<file path="config.mk">
export PLATFORM = sky130hd
export DESIGN_NAME = wire_monitor_flat
export DESIGN_NICKNAME = d
export VERILOG_FILES = /design/src/rtl/wire_monitor_if.sv /design/src/rtl/wire_monitor.sv /design/src/flat_wrapper.sv
export SDC_FILE = /design/constraint.sdc
export NUM_CORES = 1
export LEC_CHECK = 0
export BUFFER_PORTS_ARGS = -buffer_cell sky130_fd_sc_hd__buf_2
export CORE_ASPECT_RATIO = 0.8
export CORE_MARGIN = 2
export CORE_UTILIZATION = 50
export CTS_CLUSTER_SIZE = 12
export DETAILED_ROUTE_END_ITERATION = 10
export HOLD_SLACK_MARGIN = 0.02
export MAX_ROUTING_LAYER = met4
export PLACE_DENSITY = 0.68
export RECOVER_POWER = 25
export SYNTH_ARGS = -nofsm -noshare
export SYNTH_HDL_FRONTEND = slang
export SYNTH_SLANG_ARGS = --single-unit
</file>
<file path="constraint.sdc">
create_clock -name clk -period 3.1 [get_ports clk]
set_clock_uncertainty 0.2 [all_clocks]
set_input_delay 0.62 -clock clk [delete_from_list [all_inputs] [get_ports clk]]
set_output_delay 0.62 -clock clk [all_outputs]
set_load 0.01 [all_outputs]
</file>
<file path="src/rtl/wire_monitor_if.sv">
// wire_monitor_if: valid/ready event-record stream from the monitor to its reader
interface wire_monitor_if #(
    parameter int WIDTH = 3,
    parameter int TS_W  = 8
);
    logic             evt_valid;
    logic             evt_ready;
    logic [WIDTH-1:0] evt_old;
    logic [WIDTH-1:0] evt_new;
    logic [TS_W-1:0]  evt_ts;

    modport master (output evt_valid, evt_old, evt_new, evt_ts, input evt_ready);
    modport slave  (input evt_valid, evt_old, evt_new, evt_ts, output evt_ready);
endinterface

</file>
<file path="src/rtl/wire_monitor.sv">
// wire_monitor: synchronises an async net, queues each value change as {old, new, ts}
module wire_monitor #(
    parameter int WIDTH = 3,
    parameter int DEPTH = 4,
    parameter int TS_W  = 8
) (
    input  logic                     clk,
    input  logic                     rst,
    input  logic [WIDTH-1:0]         net_in,
    output logic [WIDTH-1:0]         cur_val,
    wire_monitor_if.master           ev,
    output logic [$clog2(DEPTH):0]   evt_count,
    output logic                     overflow,
    input  logic                     clr_ovf
);
    localparam int AW = $clog2(DEPTH);
    localparam int RW = 2 * WIDTH + TS_W;

    logic [WIDTH-1:0] sync1_q, sync1_d, sync2_q, sync2_d, prev_q, prev_d;
    logic [TS_W-1:0]  ts_q, ts_d;
    logic [RW-1:0]    mem_q [DEPTH];
    logic [RW-1:0]    mem_d [DEPTH];
    logic [AW-1:0]    wr_q, wr_d, rd_q, rd_d, head;
    logic [AW:0]      cnt_q, cnt_d;
    logic             ovf_q, ovf_d;
    logic             chg, full, push, pop, drop;

    // change detection, FIFO bookkeeping and sticky overflow; when empty the head
    // index points at the last popped slot so the outputs hold their last values
    always_comb begin
        chg     = sync2_q != prev_q;
        full    = cnt_q == (AW + 1)'(DEPTH);
        pop     = (cnt_q != '0) && ev.evt_ready;
        push    = chg && (!full || pop);
        drop    = chg && full && !pop;
        sync1_d = net_in;
        sync2_d = sync1_q;
        prev_d  = sync2_q;
        ts_d    = ts_q + 1'b1;
        mem_d   = mem_q;
        if (push) mem_d[wr_q] = {prev_q, sync2_q, ts_q};
        wr_d    = push ? wr_q + 1'b1 : wr_q;
        rd_d    = pop ? rd_q + 1'b1 : rd_q;
        cnt_d   = cnt_q + {{AW{1'b0}}, push} - {{AW{1'b0}}, pop};
        ovf_d   = drop | (ovf_q & ~clr_ovf);
        head    = (cnt_q != '0) ? rd_q : rd_q - 1'b1;
    end

    // state registers, asynchronously cleared
    always_ff @(posedge clk or posedge rst) begin
        if (rst) begin
            sync1_q <= '0;
            sync2_q <= '0;
            prev_q  <= '0;
            ts_q    <= '0;
            mem_q   <= '{default: '0};
            wr_q    <= '0;
            rd_q    <= '0;
            cnt_q   <= '0;
            ovf_q   <= 1'b0;
        end else begin
            sync1_q <= sync1_d;
            sync2_q <= sync2_d;
            prev_q  <= prev_d;
            ts_q    <= ts_d;
            mem_q   <= mem_d;
            wr_q    <= wr_d;
            rd_q    <= rd_d;
            cnt_q   <= cnt_d;
            ovf_q   <= ovf_d;
        end
    end

    assign cur_val      = sync2_q;
    assign evt_count    = cnt_q;
    assign overflow     = ovf_q;
    assign ev.evt_valid = cnt_q != '0;
    assign {ev.evt_old, ev.evt_new, ev.evt_ts} = mem_q[head];
endmodule
</file>
<file path="src/flat_wrapper.sv">
// flat-port wrapper written by rule: the top's interface ports become plain ports
module wire_monitor_flat 
#(
    parameter int WIDTH = 3,
    parameter int DEPTH = 4,
    parameter int TS_W  = 8
)
  (clk, rst, net_in, cur_val, evt_count, overflow, clr_ovf, ev_evt_valid, ev_evt_old, ev_evt_new, ev_evt_ts, ev_evt_ready);
  wire_monitor_if #(.WIDTH(WIDTH), .TS_W(TS_W)) ev_i ();
  input  logic clk;
  input  logic rst;
  input  logic [WIDTH-1:0] net_in;
  output logic [WIDTH-1:0] cur_val;
  output logic [$clog2(DEPTH):0] evt_count;
  output logic overflow;
  input  logic clr_ovf;
  output wire logic [$bits(ev_i.evt_valid)-1:0] ev_evt_valid;
  output wire logic [$bits(ev_i.evt_old)-1:0] ev_evt_old;
  output wire logic [$bits(ev_i.evt_new)-1:0] ev_evt_new;
  output wire logic [$bits(ev_i.evt_ts)-1:0] ev_evt_ts;
  input wire logic [$bits(ev_i.evt_ready)-1:0] ev_evt_ready;
  assign ev_evt_valid = ev_i.evt_valid;
  assign ev_evt_old = ev_i.evt_old;
  assign ev_evt_new = ev_i.evt_new;
  assign ev_evt_ts = ev_i.evt_ts;
  assign ev_i.evt_ready = ev_evt_ready;
  wire_monitor #(.WIDTH(WIDTH), .DEPTH(DEPTH), .TS_W(TS_W)) u_core (.clk(clk), .rst(rst), .net_in(net_in), .cur_val(cur_val), .ev(ev_i), .evt_count(evt_count), .overflow(overflow), .clr_ovf(clr_ovf));
endmodule
</file>
### Yosys cells after proc, flatten, opt, wreduce, memory -nomap -nowiden

Cells that the tools add are included.

* input bits: 7
* register bits after elaboration: 81
* output and inout bits: 22

* reduce and logical (&&, ||, !) cells: 9
* mux-type cells: 7
* $add $sub $neg: 6
* bitwise logic cells: 5
* equal/unequal tests: 2
* $lt $le $gt $ge: 3

Operator list (count)
* bitwise mux 56 bit: 1
* 2-to-1 mux 14 bit: 3
* binary-select mux 14 bit (select 2 bit): 1
* demux 14 bit (select 2 bit): 1
* adder 8 x 1 -> 8 bit (second input constant): 1
* greater-or-equal comparator 3 bit (second input constant): 2
* inverter 2 -> 3 bit: 2
* logical AND 1 bit: 5
* adder 2 x 1 -> 2 bit (second input constant): 2
* adder 3 x 1 -> 3 bit: 1
* == test 3 bit (second input constant): 1
* < comparator 3 x 1 -> 1 bit (second input constant): 1
* inequality test 3 bit: 1
* nonzero test 3 bit: 1
* subtractor 3 x 1 -> 3 bit: 1
* zero test 1 bit: 2
* 2-to-1 mux 2 bit: 1
* subtractor 2 x 1 -> 2 bit (second input constant): 1
* bitwise AND 1 bit: 1
* logical OR 1 bit: 1
* inverter 1 bit: 1
* bitwise OR 1 bit: 1

### Depth between registers and ports, before layout

* word-level depth: 6
* mapped depth: 9
* mapped depth without buffers: 8

### Worst setup path after synthesis

OpenSTA, ideal clock, no wires.

* path type: reg-to-reg
* start: register u_core.cnt_q[0] (netlist: u_core.evt_count[0])
* end: register u_core.cnt_q[2] (netlist: u_core.evt_count[2])
* period minus slack after synthesis: 2.590 ns
* arrival: 2.263 ns
* library setup time: 0.127 ns
* stages on the path, launching flop included: 10
* data required time: 2.773 ns
* setup slack: 0.510 ns
* path through: dfrtp_1 > nor3_2 > inv_2 > clkbuf_1 > nand3_1 > o21ai_0 > ha_1 > fa_1 > xor2_1 > xnor2_1

* cells in the longest elaborated chain, start to end: 6
* elaborated cells on any way between the ends: 8
* those cells by class: add/sub (2); eq/ne (1); reduce/logical (5)

Ends and longest elaborated chain
* from (decl): line wire_monitor.sv:24 `logic [AW:0] cnt_q, cnt_d;`
* from (signal assigned): line wire_monitor.sv:69 `cnt_q <= cnt_d;`
* nonzero test 3 bit *
* named net ev_evt_valid: line flat_wrapper.sv:17 `output wire logic [$bits(ev_i.evt_valid)-1:0] ev_evt_valid;`
* logical AND 1 bit *: line wire_monitor.sv:33 `pop = (cnt_q != '0) && ev.evt_ready;`
* logical OR 1 bit: line wire_monitor.sv:34 `push = chg && (!full || pop);`
* logical AND 1 bit: line wire_monitor.sv:34
* adder 3 x 1 -> 3 bit: line wire_monitor.sv:44 `cnt_d = cnt_q + {{AW{1'b0}}, push} - {{AW{1'b0}}, pop};`
* subtractor 3 x 1 -> 3 bit *: line wire_monitor.sv:44
* named net u_core.cnt_d[2]: line wire_monitor.sv:24

Mark *: on every way through the listed nets, which the timed path passes. The rest lies on a longest branch.
A chain may end at the register's enable or synchronous reset.

### Final worst setup path

* start: register u_core.cnt_q[0] (netlist: u_core.evt_count[0])
* end: output port ev_evt_new[1]

* cells in the longest elaborated chain, start to end: 6

Ends and longest elaborated chain
* nonzero test 3 bit: line wire_monitor.sv:46 `head = (cnt_q != '0) ? rd_q : rd_q - 1'b1;`
* 2-to-1 mux 2 bit: line wire_monitor.sv:46
* inverter 2 -> 3 bit (not written as such): line wire_monitor.sv:78 `assign {ev.evt_old, ev.evt_new, ev.evt_ts} = mem_q[head];`
* binary-select mux 14 bit (select 2 bit): line wire_monitor.sv:78
* 2-to-1 mux 14 bit (not written as such) (2 in a row): line wire_monitor.sv:78
* to (decl): line flat_wrapper.sv:19 `output wire logic [$bits(ev_i.evt_new)-1:0] ev_evt_new;`

Every way passes these cells. The select of a mux whose other input is x is not followed.

==> key figures <==
Outcome
  • Status: finished with violations
  • Failing checks: max-capacitance violations, max-slew violations

Floorplanning
  • Die ar.: 0.008783 sq mm
  • Num rows: 29
  • Starting Density: 0.5109
  • # IOs: 29
  • Core area: 0.007874 sq mm
  • Die Span Y: 84.23 microns
  • DIE WIDTH: 104.3 microns

Timing
  • Endpoints failing setup: 0
  • RSZ-0062 raised after global routing: true
  • Fmax: 331.6 MHz
  • Worst hold slack: 151.5 ps
  • Final Max Tran Viols: 36
  • Tmin final: 3016 ps
  • Period utilization: 0.9729
  • Max_slew headroom: -0.09597
  • Slew at the pin closest to its max-slew limit: 1635 ps
  • Fin. Hold Viols: 0

Min path
  • Path type of the worst min-delay path: reg -> reg
  • Hold Crit Start: u_core.sync1_q[0]$_DFF_PP0_
  • Hold depth: 0

Setup path
  • Slowest cell on crit path: dfrtp_2
  • Crit-path leading delay family: simple AND/OR/NAND/NOR gates
  • CP Depth: 7
  • CP bufs+invs: 3
  • Crit. End Element: primary output
  • Largest stage delay on the critical path: 450 ps
  • CP Cell Sequence: nor3_4 > inv_4 > buf_4 > or3_1 > nand2_2 > o2bb2ai_1 > buf_2
  • Crit Path Category: reg -> out
  • R2R cell count: 6
  • Worst EP arrival: 2200 ps
  • Critical Path Source: u_core.evt_count[0]$_DFF_PP0_
  • CP Launch Type: flop
  • Worst path required time: 2280 ps
  • CP max FO: 15
  • Crit Reg-Reg Startpoint: u_core.cur_val[1]$_DFF_PP0_

Synth
  • Post-Syn Area per Cell: 12.69 sq um
  • YS warnings: 0
  • Unique cell type count in the Yosys netlist: 31
  • EDFF count, synth: 0
  • Cells after Synth: 317
  • Syn nets: 331
  • Mapped Area: 0.004023 sq mm
  • Synth top area share: 0.5039
  • Main synth FF type: dfrtp_1
  • Flops & latches, synth: 81
  • Top cells by count, synth: dfrtp_1, mux2_4, o21ai_0, mux2_2, nor2_1
  • Largest cells by area after synthesis: dfrtp_1, mux2_4, mux2_2
  • Most frequent cell after synthesis: dfrtp_1
  • Sequential share of the synthesized area: 0.5039
  • Async set-reset flop share out of synthesis: 1.000
  • Cell taking the most area after synthesis: dfrtp_1

Power
  • P per Cell Area: 1070 mW/mm^2
  • Leak: 2.104 nW
  • VDD IR-drop max: 0.0004963 V

Route
  • Pre-antenna DRT Iters: 4
  • Drt drc: 0
  • Antenna-violating nets left: 0
  • Avg WL per Cell: 17.32 microns
  • Initial DRC count: 173
  • Drt via density: 5.488
  • Via count: 2519
  • WL final: 7950 microns

Clocking
  • Clock buffer depth: 2
  • TritonCTS Sinks: 81
  • Clk_lat worst skew: 360 ps
  • Setup bufs post-CTS: 0
  • TritonCTS clock tree: yes
  • Hold_buf cts: 0
  • Reg clk slew, reported paths: 90 ps
  • Post-cts resize count: 3
  • H-Tree Depth: 3
  • Root buf cell: clkbuf_8
  • Cts bufs inserted: 9

Finish
  • Final Util: 0.5729
  • Area Growth Syn to Fin: 12.13%
  • Net count, final: 360
  • Area of the multi-input gates: 0.001884 sq mm
  • N_diodes: 0
  • Share of layout cells above drive strength 1: 0.3533
  • Register area: 0.002029 sq mm
  • Number of fill cells: 647

Placed design
  • Post-DP HPWL: 5176 microns
  • GPL Wtd Cong: 0.7738
  • Port buffer count: 28

Global routing
  • First-pass GRT wire length: 13320 microns
  • Number of global-route vias before repair: 2477
  • Largest net degree at the start of global routing: 47
  • Initial antenna violation count: 0
  • GRT overflow: 0
  • Gr usage total: 0.2015

Job
  • Max Cap Viol: 1
-- kinds of logic (layout without fill, tap and decap cells) --
logic type | after synthesis | count (layout) | synth area share
adder cells (fa/ha/maj) | 7 | 7 | 0.02364
flip-flops | 81 | 81 | 0.5039
multiplexers | 71 | 71 | 0.2317
XOR/XNOR | 14 | 14 | 0.03048
buffers and inverters | 26 | 60 | 0.03173
AND/OR/NAND/NOR | 52 | 52 | 0.07496
AO/OA/AOI/OAI | 66 | 66 | 0.1036
-- worst register-to-register path, stage by stage, from the launching register on --
cell	delay, ps
dfrtp_1	470
xnor2_1	430
a31oi_4	280
ha_1	290
fa_1	380
xor2_1	170
xnor2_1	140
-- registers in the layout (all words and copies together), names as in the netlist --
name	count
u_core.sync1_q	3
u_core.prev_q	3
u_core.cur_val	3
u_core.overflow	1
u_core.wr_q	2
u_core.rd_q	2
u_core.mem_q	56
u_core.evt_count	3
u_core.ts_q	8
-- where the power goes --
part           switching, mW  internal, mW  total (mW)
combinational           1.15          1.17        2.32
clock                  0.393         0.395       0.789
sequential             0.302          1.42        1.72
-- stage by stage --
stage	setup WS [ps]	power (mW)	cells	TNS [ps]	cell area (sq um)
final	84.02	4.827	459	0	4511
after global routing	-14.72	5.162	459	-18.39	4511
after CTS	20.08	4.866	459	0	4503
after detailed placement	317.6	4.041	443	0	4287
after global placement	363.8	3.982	443	0	4287
after floorplan	199.9	3.428	317	0	4023
-- layer usage --
metal / vias up / wire length [microns] / track usage
met4: 0 / 95 / 0.04791
met2: 60 / 3561 / 0.2870
met3: 10 / 387 / 0.05280
li1: 1200 / - / -
met1: 1249 / 3906 / 0.2890
met5: - / 0 / -
-- cell type report --
class / instances / share of cell area
inverter: 8 / 0.007490
clock inverter: 6 / 0.01442
timing repair buffer: 36 / 0.04993
sequential: 81 / 0.4499
tap: 108 / 0.02996
clock buffer: 10 / 0.03051
multi-input combinational: 210 / 0.4178
-- path summary, 6_finish.rpt --
path                                                       to  slack [ps]
worst max register to register  u_core.evt_count[2]$_DFF_PP0_         640
worst min register to register    u_core.cur_val[0]$_DFF_PP0_         150
min in group asynchronous         u_core.cur_val[0]$_DFF_PP0_         450
worst max-delay path                            ev_evt_new[1]          80
max in group asynchronous        u_core.mem_q[15]$_DFFE_PP0P_        1410
worst min-delay path              u_core.cur_val[0]$_DFF_PP0_         150
-- placed cells by master (no fill, tap or decap), types with 2 or more instances in the layout --
cell,count
xor2_1,3
nand3_1,7
dfrtp_2,2
buf_12,2
and3_1,7
clkinv_2,2
nor3b_1,6
inv_1,6
o2bb2ai_1,8
buf_4,6
dfrtp_1,79
ha_1,6
xnor2_1,11
a211oi_1,14
nand2_1,5
nand2_4,4
mux2i_1,14
mux2_2,17
clkbuf_8,10
buf_2,28
a31oi_1,4
a21oi_1,10
o21ai_0,29
mux2_4,40
nor2_1,15
Note: power is estimated with default switching activity, not from simulation.
